===== src/rtl/bpred_table.sv =====
// Direct-mapped branch target buffer with per-entry saturating direction counters.
// Optional branch/mispredict performance counters are built when BPRED_PERF_EN is defined.
module bpred_table #(
  parameter int ENTRIES  = 16,
  parameter int CNT_BITS = 2
) (
  input  logic        clk,
  input  logic        rst,
  input  logic [31:0] fetchPc,
  output logic        fetchHit,
  output logic [31:0] fetchTarget,
  input  logic        exBranch,
  input  logic [31:0] exPc,
  input  logic        exTaken,
  input  logic [31:0] exTarget,
  input  logic        exPredTaken,
  output logic [31:0] perfBranches,
  output logic [31:0] perfMispredicts
);

  localparam int IDX   = (ENTRIES > 1) ? $clog2(ENTRIES) : 1;
  localparam int TAG_W = 30 - IDX;
  localparam logic [CNT_BITS-1:0] CNT_MAX  = '1;
  localparam logic [CNT_BITS-1:0] CNT_WEAK = CNT_BITS'(1 << (CNT_BITS - 1));

  logic                valid_q  [ENTRIES];
  logic [TAG_W-1:0]    tag_q    [ENTRIES];
  logic [31:0]         target_q [ENTRIES];
  logic [CNT_BITS-1:0] cnt_q    [ENTRIES];

  logic [IDX-1:0]      fIdx, exIdx;
  logic [TAG_W-1:0]    fTag, exTag;
  logic                exHit;
  logic                upd_d;
  logic [CNT_BITS-1:0] cnt_d;
  logic [31:0]         target_d;

  assign fIdx  = fetchPc[IDX+1:2];
  assign fTag  = fetchPc[31:IDX+2];
  assign exIdx = exPc[IDX+1:2];
  assign exTag = exPc[31:IDX+2];
  assign exHit = valid_q[exIdx] && (tag_q[exIdx] == exTag);

  // Lookup reads registered state only, so a same-cycle update is not forwarded.
  always_comb begin
    fetchHit    = valid_q[fIdx] && (tag_q[fIdx] == fTag) && cnt_q[fIdx][CNT_BITS-1];
    fetchTarget = fetchHit ? target_q[fIdx] : 32'h0;
  end

  always_comb begin
    upd_d    = 1'b0;
    cnt_d    = cnt_q[exIdx];
    target_d = target_q[exIdx];
    if (exBranch) begin
      if (exHit) begin
        upd_d = 1'b1;
        if (exTaken) begin
          target_d = exTarget;
          if (cnt_q[exIdx] != CNT_MAX) cnt_d = cnt_q[exIdx] + 1'b1;
        end else if (cnt_q[exIdx] != '0) begin
          cnt_d = cnt_q[exIdx] - 1'b1;
        end
      end else if (exTaken) begin
        // Taken miss allocates (or evicts an alias) as weakly taken.
        upd_d    = 1'b1;
        cnt_d    = CNT_WEAK;
        target_d = exTarget;
      end
    end
  end

  always_ff @(posedge clk) begin
    if (rst) begin
      for (int i = 0; i < ENTRIES; i++) begin
        valid_q[i]  <= 1'b0;
        tag_q[i]    <= '0;
        target_q[i] <= 32'h0;
        cnt_q[i]    <= '0;
      end
    end else if (upd_d) begin
      valid_q[exIdx]  <= 1'b1;
      tag_q[exIdx]    <= exTag;
      target_q[exIdx] <= target_d;
      cnt_q[exIdx]    <= cnt_d;
    end
  end

`ifdef BPRED_PERF_EN
  logic [31:0] perfBr_q, perfBr_d;
  logic [31:0] perfMis_q, perfMis_d;

  always_comb begin
    perfBr_d  = perfBr_q;
    perfMis_d = perfMis_q;
    if (exBranch) begin
      perfBr_d = perfBr_q + 32'd1;
      if (exPredTaken != exTaken) perfMis_d = perfMis_q + 32'd1;
    end
  end

  always_ff @(posedge clk) begin
    if (rst) begin
      perfBr_q  <= 32'h0;
      perfMis_q <= 32'h0;
    end else begin
      perfBr_q  <= perfBr_d;
      perfMis_q <= perfMis_d;
    end
  end

  assign perfBranches    = perfBr_q;
  assign perfMispredicts = perfMis_q;

  logic unusedBits;
  assign unusedBits = ^{fetchPc[1:0], exPc[1:0]};
`else
  assign perfBranches    = 32'h0;
  assign perfMispredicts = 32'h0;

  logic unusedBits;
  assign unusedBits = ^{fetchPc[1:0], exPc[1:0], exPredTaken};
`endif

endmodule


===== config.mk =====
export PLATFORM = sky130hd
export DESIGN_NAME = bpred_table
export DESIGN_NICKNAME = d
export VERILOG_FILES = /design/src/rtl/bpred_table.sv
export SDC_FILE = /design/constraint.sdc
export NUM_CORES = 1
export LEC_CHECK = 0
export ABC_AREA = 1
export CAP_MARGIN = 10
export CORE_ASPECT_RATIO = 1.75
export CORE_UTILIZATION = 40
export DETAILED_ROUTE_END_ITERATION = 12
export PLACE_DENSITY = 0.56
export SYNTH_ARGS = -nofsm -noshare
export SYNTH_HDL_FRONTEND = slang
export SYNTH_SLANG_ARGS = --single-unit

===== constraint.sdc =====
create_clock -name clk -period 5.55 [get_ports clk]
set_input_delay 0.8325 -clock clk [delete_from_list [all_inputs] [get_ports clk]]
set_output_delay 0.8325 -clock clk [all_outputs]
set_load 0.005 [all_outputs]

==> results_tabular.tex, run 1 <==
\begin{tabular}{lr}
\hline
Metric & Value \\
\hline
\multicolumn{2}{l}{\textbf{Global route}} \\
Number of global-route vias before repair & 38700 \\
Overflow after GRT & 0 \\
Largest net degree at the start of global routing & 143 \\
Antenna violations before repair & 3 \\
First-pass GRT wire length & 251 mm \\
GR Util All Layers & 0.276 \\
\multicolumn{2}{l}{\textbf{Synth}} \\
Share of the yosys chip area belonging to registers & 0.590 \\
Average instance area after synthesis & 9.00 µm² \\
EDFF count, synth & 960 \\
Count of warnings emitted by yosys & 0 \\
Number of storage elements in the synthesis netlist & 976 \\
Cell count after synthesis & 5487 \\
Synthesized area & 49400 µm² \\
Share of the synthesized area in the top cell type & 0.584 \\
Library cell with the largest summed area after synthesis & edfxtp\_1 \\
Synth async-reset ratio & 0 \\
Top cells by area, synth & edfxtp\_1 58\%, nand2\_1 11\%, nor2\_1 8.9\%, a21oi\_1 3.4\%, o21ai\_0 3.3\% \\
Yosys cell types & 41 \\
Most used flip-flop cell after synthesis & edfxtp\_1 \\
\multicolumn{2}{l}{\textbf{Critical path}} \\
Highest cell delay on the worst timing path & 0.56 ns \\
Signal arrival time at the worst endpoint & 4.49 ns \\
Required time reported for the critical path endpoint & 4.72 ns \\
Top fanout value on the critical path & 64 \\
Cell with the largest stage delay on the worst path & clkdlybuf4s50\_1 \\
Bufs and invs on worst path & 5 \\
Critical Path Start Type & input port \\
Cell chain of the critical path & buf\_8 > inv\_8 > buf\_4 > o21ai\_0 > o22ai\_1 > o21ai\_0 > nand2\_1 > nand2\_1 > nand2\_1 > nand2\_1 > nor2\_1 > nand2\_1 > nor2\_1 > nand2\_2 > buf\_4 > nor3\_1 > clkdlybuf4s50\_1 \\
Critical path's top delay family & buffers and inverters \\
Type of the worst setup path & in -> out \\
Cell type with the highest occurrence count on the critical path & nand2\_1 \\
Type of destination of the critical path & output pin \\
\multicolumn{2}{l}{\textbf{Floorplanning}} \\
Effective utilization at floorplan & 0.403 \\
I/O pin cnt & 198 \\
Die extent in x & 268 µm \\
Rows & 170 \\
Height of the die & 467 µm \\
Area of the core & 123000 µm² \\
Full die area & 125000 µm² \\
\multicolumn{2}{l}{\textbf{Finish}} \\
Area growth from synthesis to layout & 11.9\% \\
Layout cells sized above 1 & 0.0714 \\
Final cell count without fillers & 7128 \\
Fin util & 0.451 \\
Final \#Nets & 5513 \\
\multicolumn{2}{l}{\textbf{Clock tree}} \\
Clock tree from TritonCTS & done \\
Number of cells upsized or downsized after cts & 0 \\
Latest clock arrival within the worst-skew pair & 0.72 ns \\
Hold\_buf cts & 0 \\
Buffers inserted during post-CTS setup optimization & 0 \\
Clock transition at the registers of the reported paths & 0.07 ns \\
Number of levels the H-tree was split into & 3 \\
Number of buffers created by CTS & 93 \\
CTS Sinks & 976 \\
Buffer type at the clock tree root & clkbuf\_16 \\
Clk buf depth & 3 \\
\multicolumn{2}{l}{\textbf{STA}} \\
Final cycle utilization of the critical path & 0.959 \\
Endpoints failing hold & 0 \\
Clock skew & 0.0334 ns \\
Top achievable clock speed & 188 MHz \\
Worst Max-Slew Pin Slew & 1.04 ns \\
Setup TNS & 0 ns \\
Final-report max-slew violation count & 0 \\
Unrepaired setup endpoints after global routing & no \\
Rel. slew slack & 0.299 \\
Count of endpoints failing setup in the final report & 0 \\
Clock period minus worst slack & 5.32 ns \\
\multicolumn{2}{l}{\textbf{Run}} \\
MaxCap Viol Count & 0 \\
\multicolumn{2}{l}{\textbf{Place}} \\
Dpl hpwl & 100 mm \\
Routability congestion estimate from global placement & 0.885 \\
Post-placement cell count & 6951 \\
\# port buffers & 128 \\
\multicolumn{2}{l}{\textbf{Detailed routing}} \\
Total wire length after detailed routing & 174 mm \\
Met1 wire length & 62.6 mm \\
Iteration-0 DRC count of the detailed router & 3817 \\
First-pass iteration count of the detailed router & 8 \\
Final routed wire length divided by cell count & 24.4 µm \\
Highest Signal Layer & met4 \\
Remaining number of nets flagged by the antenna check after routing & 0 \\
Routed wire length on met2 & 88.4 mm \\
Vias per inst & 5.65 \\
Wire length on met3 & 12.1 mm \\
Routed via count & 40300 \\
DRC violation count after routing & 0 \\
\multicolumn{2}{l}{\textbf{Power and ir drop}} \\
Worst supply voltage drop on vdd & 0.000340 V \\
Cell area power density & 308 nW/µm² \\
Total leakage power & 21.4 nW \\
\multicolumn{2}{l}{\textbf{Worst hold path}} \\
Class of the most critical hold timing path & reg -> reg \\
\multicolumn{2}{l}{\textbf{Outcome}} \\
Result of the run & complete, no violations \\
\hline
\end{tabular}
[through the flow]
| stage | hold slack, ns | setup WS (ns) | cell area [µm²] | total power, W |
|---|---|---|---|---|
| after floorplan | 0.442 | 1.91 | 49600 | 0.00990 |
| after global placement | 0.481 | 0.298 | 52200 | 0.0106 |
| after detailed placement | 0.486 | 0.319 | 52200 | 0.0107 |
| after CTS | 0.498 | 0.300 | 55200 | 0.0170 |
| after global routing | 0.520 | 0.0151 | 55200 | 0.0175 |
| final | 0.493 | 0.226 | 55200 | 0.0170 |
[worst reg2reg max path, stage by stage (launching register included)]
cell and delay, ns:
edfxtp_1 0.38, nand2_1 0.07, o21ai_0 0.09, nand2_1 0.08, nand2_1 0.08, nand2_1 0.07
nand2_1 0.09, o21ai_1 0.40, nand2_1 0.12, nor2_1 0.11, nand3_1 0.12, nor2_1 0.13
nand2_1 0.16, nand2_4 0.35, nand3_4 0.32, nand2_2 0.19, buf_12 0.29
[path summary, 6_finish.rpt]
check / start / to / slack (ns) / cells past startpoint
max: fetchPc[2] / fetchTarget[23] / 0.23 / 17
min: valid_q[11]$_DFF_P_ / valid_q[11]$_DFF_P_ / 0.49 / 2
max reg2reg: tag_q[11][16]$_SDFFCE_PN0P_ / tag_q[6][10]$_SDFFCE_PN0P_ / 2.16 / 16
min reg2reg: valid_q[11]$_DFF_P_ / valid_q[11]$_DFF_P_ / 0.49 / 2
[layer usage]
metal	vias up	track usage
met3	509	0.0302
met5	-	0
met2	1895	0.490
met4	0	0.170
li1	18200	-
met1	19700	0.315
[report_power, final]
group,switching [W],total (W),internal (W)
combinational,0.00140,0.00194,0.000533
clock,0.00289,0.00647,0.00357
sequential,0.000130,0.00860,0.00847
total,0.00443,0.0170,0.0126
[area by class of cell]
| cell class | count | area [µm²] |
|---|---|---|
| multi-input cells | 3815 | 17100 |
| well taps | 1634 | 2040 |
| flip-flops and latches | 976 | 29100 |
| repair buffers | 279 | 2990 |
| fillers | 11800 | 67300 |
| clock inverters | 64 | 562 |
| diodes | 3 | 7.51 |
| inverters | 247 | 952 |
| clock buffers | 110 | 2440 |
[synthesized netlist by cell type (32+ instances only)]
cell,number
nor2_1,1171
inv_1,218
edfxtp_1,960
a21oi_1,336
buf_4,75
nor3_1,39
o211ai_1,71
buf_6,39
a221oi_1,121
o31ai_1,32
clkbuf_1,290
buf_2,86
nand2_1,1382
o21ai_0,322
nand3_1,152
[cells by family after synthesis]
family / Yosys count / synth area share
other: 1 / 0.0000759
AOI/OAI and AO/OA: 959 / 0.115
xor gates and xnor gates: 8 / 0.00142
and+or+nand+nor: 2784 / 0.221
buffers and inverters: 759 / 0.0718
DFF: 976 / 0.590
[sequential cells by signal, summed over array words and instances (netlist names)]
| register | flops |
|---|---|
| valid_q | 16 |
| cnt_q | 32 |
| target_q | 512 |
| tag_q | 416 |
[layout by cell type, fill, tap and decap left out, types with 50 or more instances in the layout]
cell type,n
o211ai_1,71
edfxtp_1,960
clkbuf_16,95
nand2_2,50
conb_1,64
a21oi_1,336
clkdlybuf4s50_1,122
buf_4,107
nand3_1,145
clkinv_1,53
nor2_1,1168
nand2_1,1333
inv_1,216
o21ai_0,322
a221oi_1,121
Note: power is estimated with default switching activity, not from simulation.
==> run 2: changes to the inputs <==
CORE_MARGIN = 3   (was unset)
CTS_BUF_LIST = sky130_fd_sc_hd__clkbuf_8   (was unset)
==> results_tabular.tex, run 2 (synthesis results as in run 1) <==
\begin{tabular}{lr}
\hline
Metric & Value \\
\hline
\multicolumn{2}{l}{\textbf{Outcome}} \\
Result of the run & complete, no violations \\
\multicolumn{2}{l}{\textbf{Floorplanning}} \\
Full die area & 128000 µm² \\
Die extent in x & 272 µm \\
Effective utilization at floorplan & 0.405 \\
I/O pin cnt & 198 \\
Height of the die & 471 µm \\
Area of the core & 122000 µm² \\
Rows & 169 \\
\multicolumn{2}{l}{\textbf{Finish}} \\
Layout cells sized above 1 & 0.0808 \\
Footprint of the flip-flops and latches & 29100 µm² \\
Highest-count cells in the layout ignoring fill and taps & 1333 x nand2\_1, 1168 x nor2\_1, 960 x edfxtp\_1, 336 x a21oi\_1, 322 x o21ai\_0 \\
Registers with the highest flip-flop counts & target\_q x512, tag\_q x416, cnt\_q x32 \\
Fill count & 11800 \\
Final instance area & 55000 µm² \\
Area growth from synthesis to layout & 11.5\% \\
Biggest register & target\_q \\
Multi-input logic area & 17100 µm² \\
Final \#Nets & 5582 \\
Flip-flop count of the largest register after layout & 512 \\
Most common cell after layout, fill and taps aside & nand2\_1 \\
\multicolumn{2}{l}{\textbf{STA}} \\
Setup TNS & 0 ns \\
Final-report max-slew violation count & 0 \\
Unrepaired setup endpoints after global routing & no \\
Final cycle utilization of the critical path & 0.970 \\
Clock period minus worst slack & 5.39 ns \\
Clock skew & 0.0420 ns \\
Worst Max-Slew Pin Slew & 1.22 ns \\
Count of endpoints failing setup in the final report & 0 \\
Top achievable clock speed & 186 MHz \\
Endpoints failing hold & 0 \\
Rel. slew slack & 0.188 \\
\multicolumn{2}{l}{\textbf{Critical path}} \\
Worst flop-to-flop path startpoint & tag\_q[9][5]\$\_SDFFCE\_PN0P\_ \\
Capture point of the worst path & fetchTarget[6] \\
Worst r2r path cells & 18 \\
Type of destination of the critical path & output pin \\
RR Endpoint & tag\_q[3][18]\$\_SDFFCE\_PN0P\_ \\
Reg2Reg Setup Slack & 2.09 ns \\
Type of the worst setup path & in -> out \\
Required time reported for the critical path endpoint & 4.72 ns \\
Critical Path Start Type & input port \\
Top fanout value on the critical path & 79 \\
Signal arrival time at the worst endpoint & 4.55 ns \\
Startpoint of the most critical setup path & fetchPc[2] \\
\multicolumn{2}{l}{\textbf{Clock tree}} \\
Number of levels the H-tree was split into & 4 \\
Number of buffers created by CTS & 151 \\
Buffers inserted during post-CTS setup optimization & 0 \\
Hold\_buf cts & 0 \\
Buffer type at the clock tree root & clkbuf\_8 \\
Clk buf depth & 3 \\
Latest clock arrival within the worst-skew pair & 0.86 ns \\
Clock tree from TritonCTS & done \\
Number of cells upsized or downsized after cts & 0 \\
CTS Sinks & 976 \\
Clock transition at the registers of the reported paths & 0.06 ns \\
\multicolumn{2}{l}{\textbf{Detailed routing}} \\
Vias per inst & 5.65 \\
Remaining number of nets flagged by the antenna check after routing & 0 \\
DRC violation count after routing & 0 \\
Final routed wire length divided by cell count & 24.6 µm \\
Total wire length after detailed routing & 177 mm \\
Iteration-0 DRC count of the detailed router & 4098 \\
Routed via count & 40800 \\
First-pass iteration count of the detailed router & 6 \\
\multicolumn{2}{l}{\textbf{Worst hold path}} \\
Class of the most critical hold timing path & reg -> reg \\
\multicolumn{2}{l}{\textbf{Global route}} \\
Largest net degree at the start of global routing & 185 \\
Antenna violations before repair & 4 \\
GR Util All Layers & 0.271 \\
Overflow after GRT & 0 \\
Number of global-route vias before repair & 39800 \\
First-pass GRT wire length & 255 mm \\
\multicolumn{2}{l}{\textbf{Place}} \\
\# port buffers & 128 \\
Post-placement cell area & 52300 µm² \\
Dpl hpwl & 100 mm \\
Routability congestion estimate from global placement & 0.877 \\
\multicolumn{2}{l}{\textbf{Run}} \\
MaxCap Viol Count & 0 \\
\multicolumn{2}{l}{\textbf{Power and ir drop}} \\
Cell area power density & 296 nW/µm² \\
Worst supply voltage drop on vdd & 0.000232 V \\
Total leakage power & 21.6 nW \\
\hline
\end{tabular}
[run 2: layer usage]
| layer | vias up | track usage | share of wire |
|---|---|---|---|
| met5 | - | 0 | 0 |
| met4 | 0 | 0.158 | 0.059 |
| met3 | 558 | 0.0432 | 0.076 |
| met2 | 2067 | 0.477 | 0.50 |
| met1 | 19800 | 0.311 | 0.36 |
| li1 | 18400 | - | - |
[run 2: worst max-delay path, cell delays in order]
cell and delay (ns):
buf_8 0.13, inv_8 0.36, buf_4 0.42, nor2_1 0.07, nor2_1 0.08, o21ai_0 0.10
o211ai_1 0.12, nand3_1 0.13, nand2_1 0.19, inv_1 0.09, o21ai_0 0.35, nor2_1 0.09
nand2_1 0.08, nor2_1 0.04, nand2_2 0.06, buf_4 0.45, nor3_1 0.15, buf_4 0.17
clkdlybuf4s50_1 0.43
[run 2: final cells by class]
class,instances,area share
antenna,3,0.000136
timing repair buffer,290,0.0550
sequential,976,0.530
clock buffer,159,0.0398
inverter,247,0.0173
clock inverter,108,0.0107
multi-input combinational,3815,0.311
tap,1624,0.0369
[run 2: per-stage QoR]
step	hold slack (ns)	setup WS [ns]	utilization	cells	power, W
4_1_cts	0.482	0.288	0.452	7219	0.0164
5_1_grt	0.519	0.0702	0.452	7222	0.0169
2_1_floorplan	0.442	1.91	-	5550	0.00990
6_report	0.483	0.165	0.452	7222	0.0163
3_3_place_gp	0.465	0.358	0.429	6952	0.0106
3_5_place_dp	0.473	0.306	0.429	6952	0.0107
[run 2: worst min-delay path by stage]
| stage | start | end | cells after the start |
|---|---|---|---|
| final | valid_q[15]$_DFF_P_ | valid_q[15]$_DFF_P_ | 2 |
| after global routing | valid_q[10]$_DFF_P_ | valid_q[10]$_DFF_P_ | 2 |
| after CTS | valid_q[15]$_DFF_P_ | valid_q[15]$_DFF_P_ | 2 |
| after detailed placement | valid_q[15]$_DFF_P_ | valid_q[15]$_DFF_P_ | 2 |
| after global placement | valid_q[15]$_DFF_P_ | valid_q[15]$_DFF_P_ | 2 |
| after floorplan | valid_q[15]$_DFF_P_ | valid_q[15]$_DFF_P_ | 2 |
[run 2: where the power goes]
part / internal [W] / switching, W
Combinational: 0.000532 / 0.00140
Clock: 0.00288 / 0.00290
Sequential: 0.00847 / 0.000131
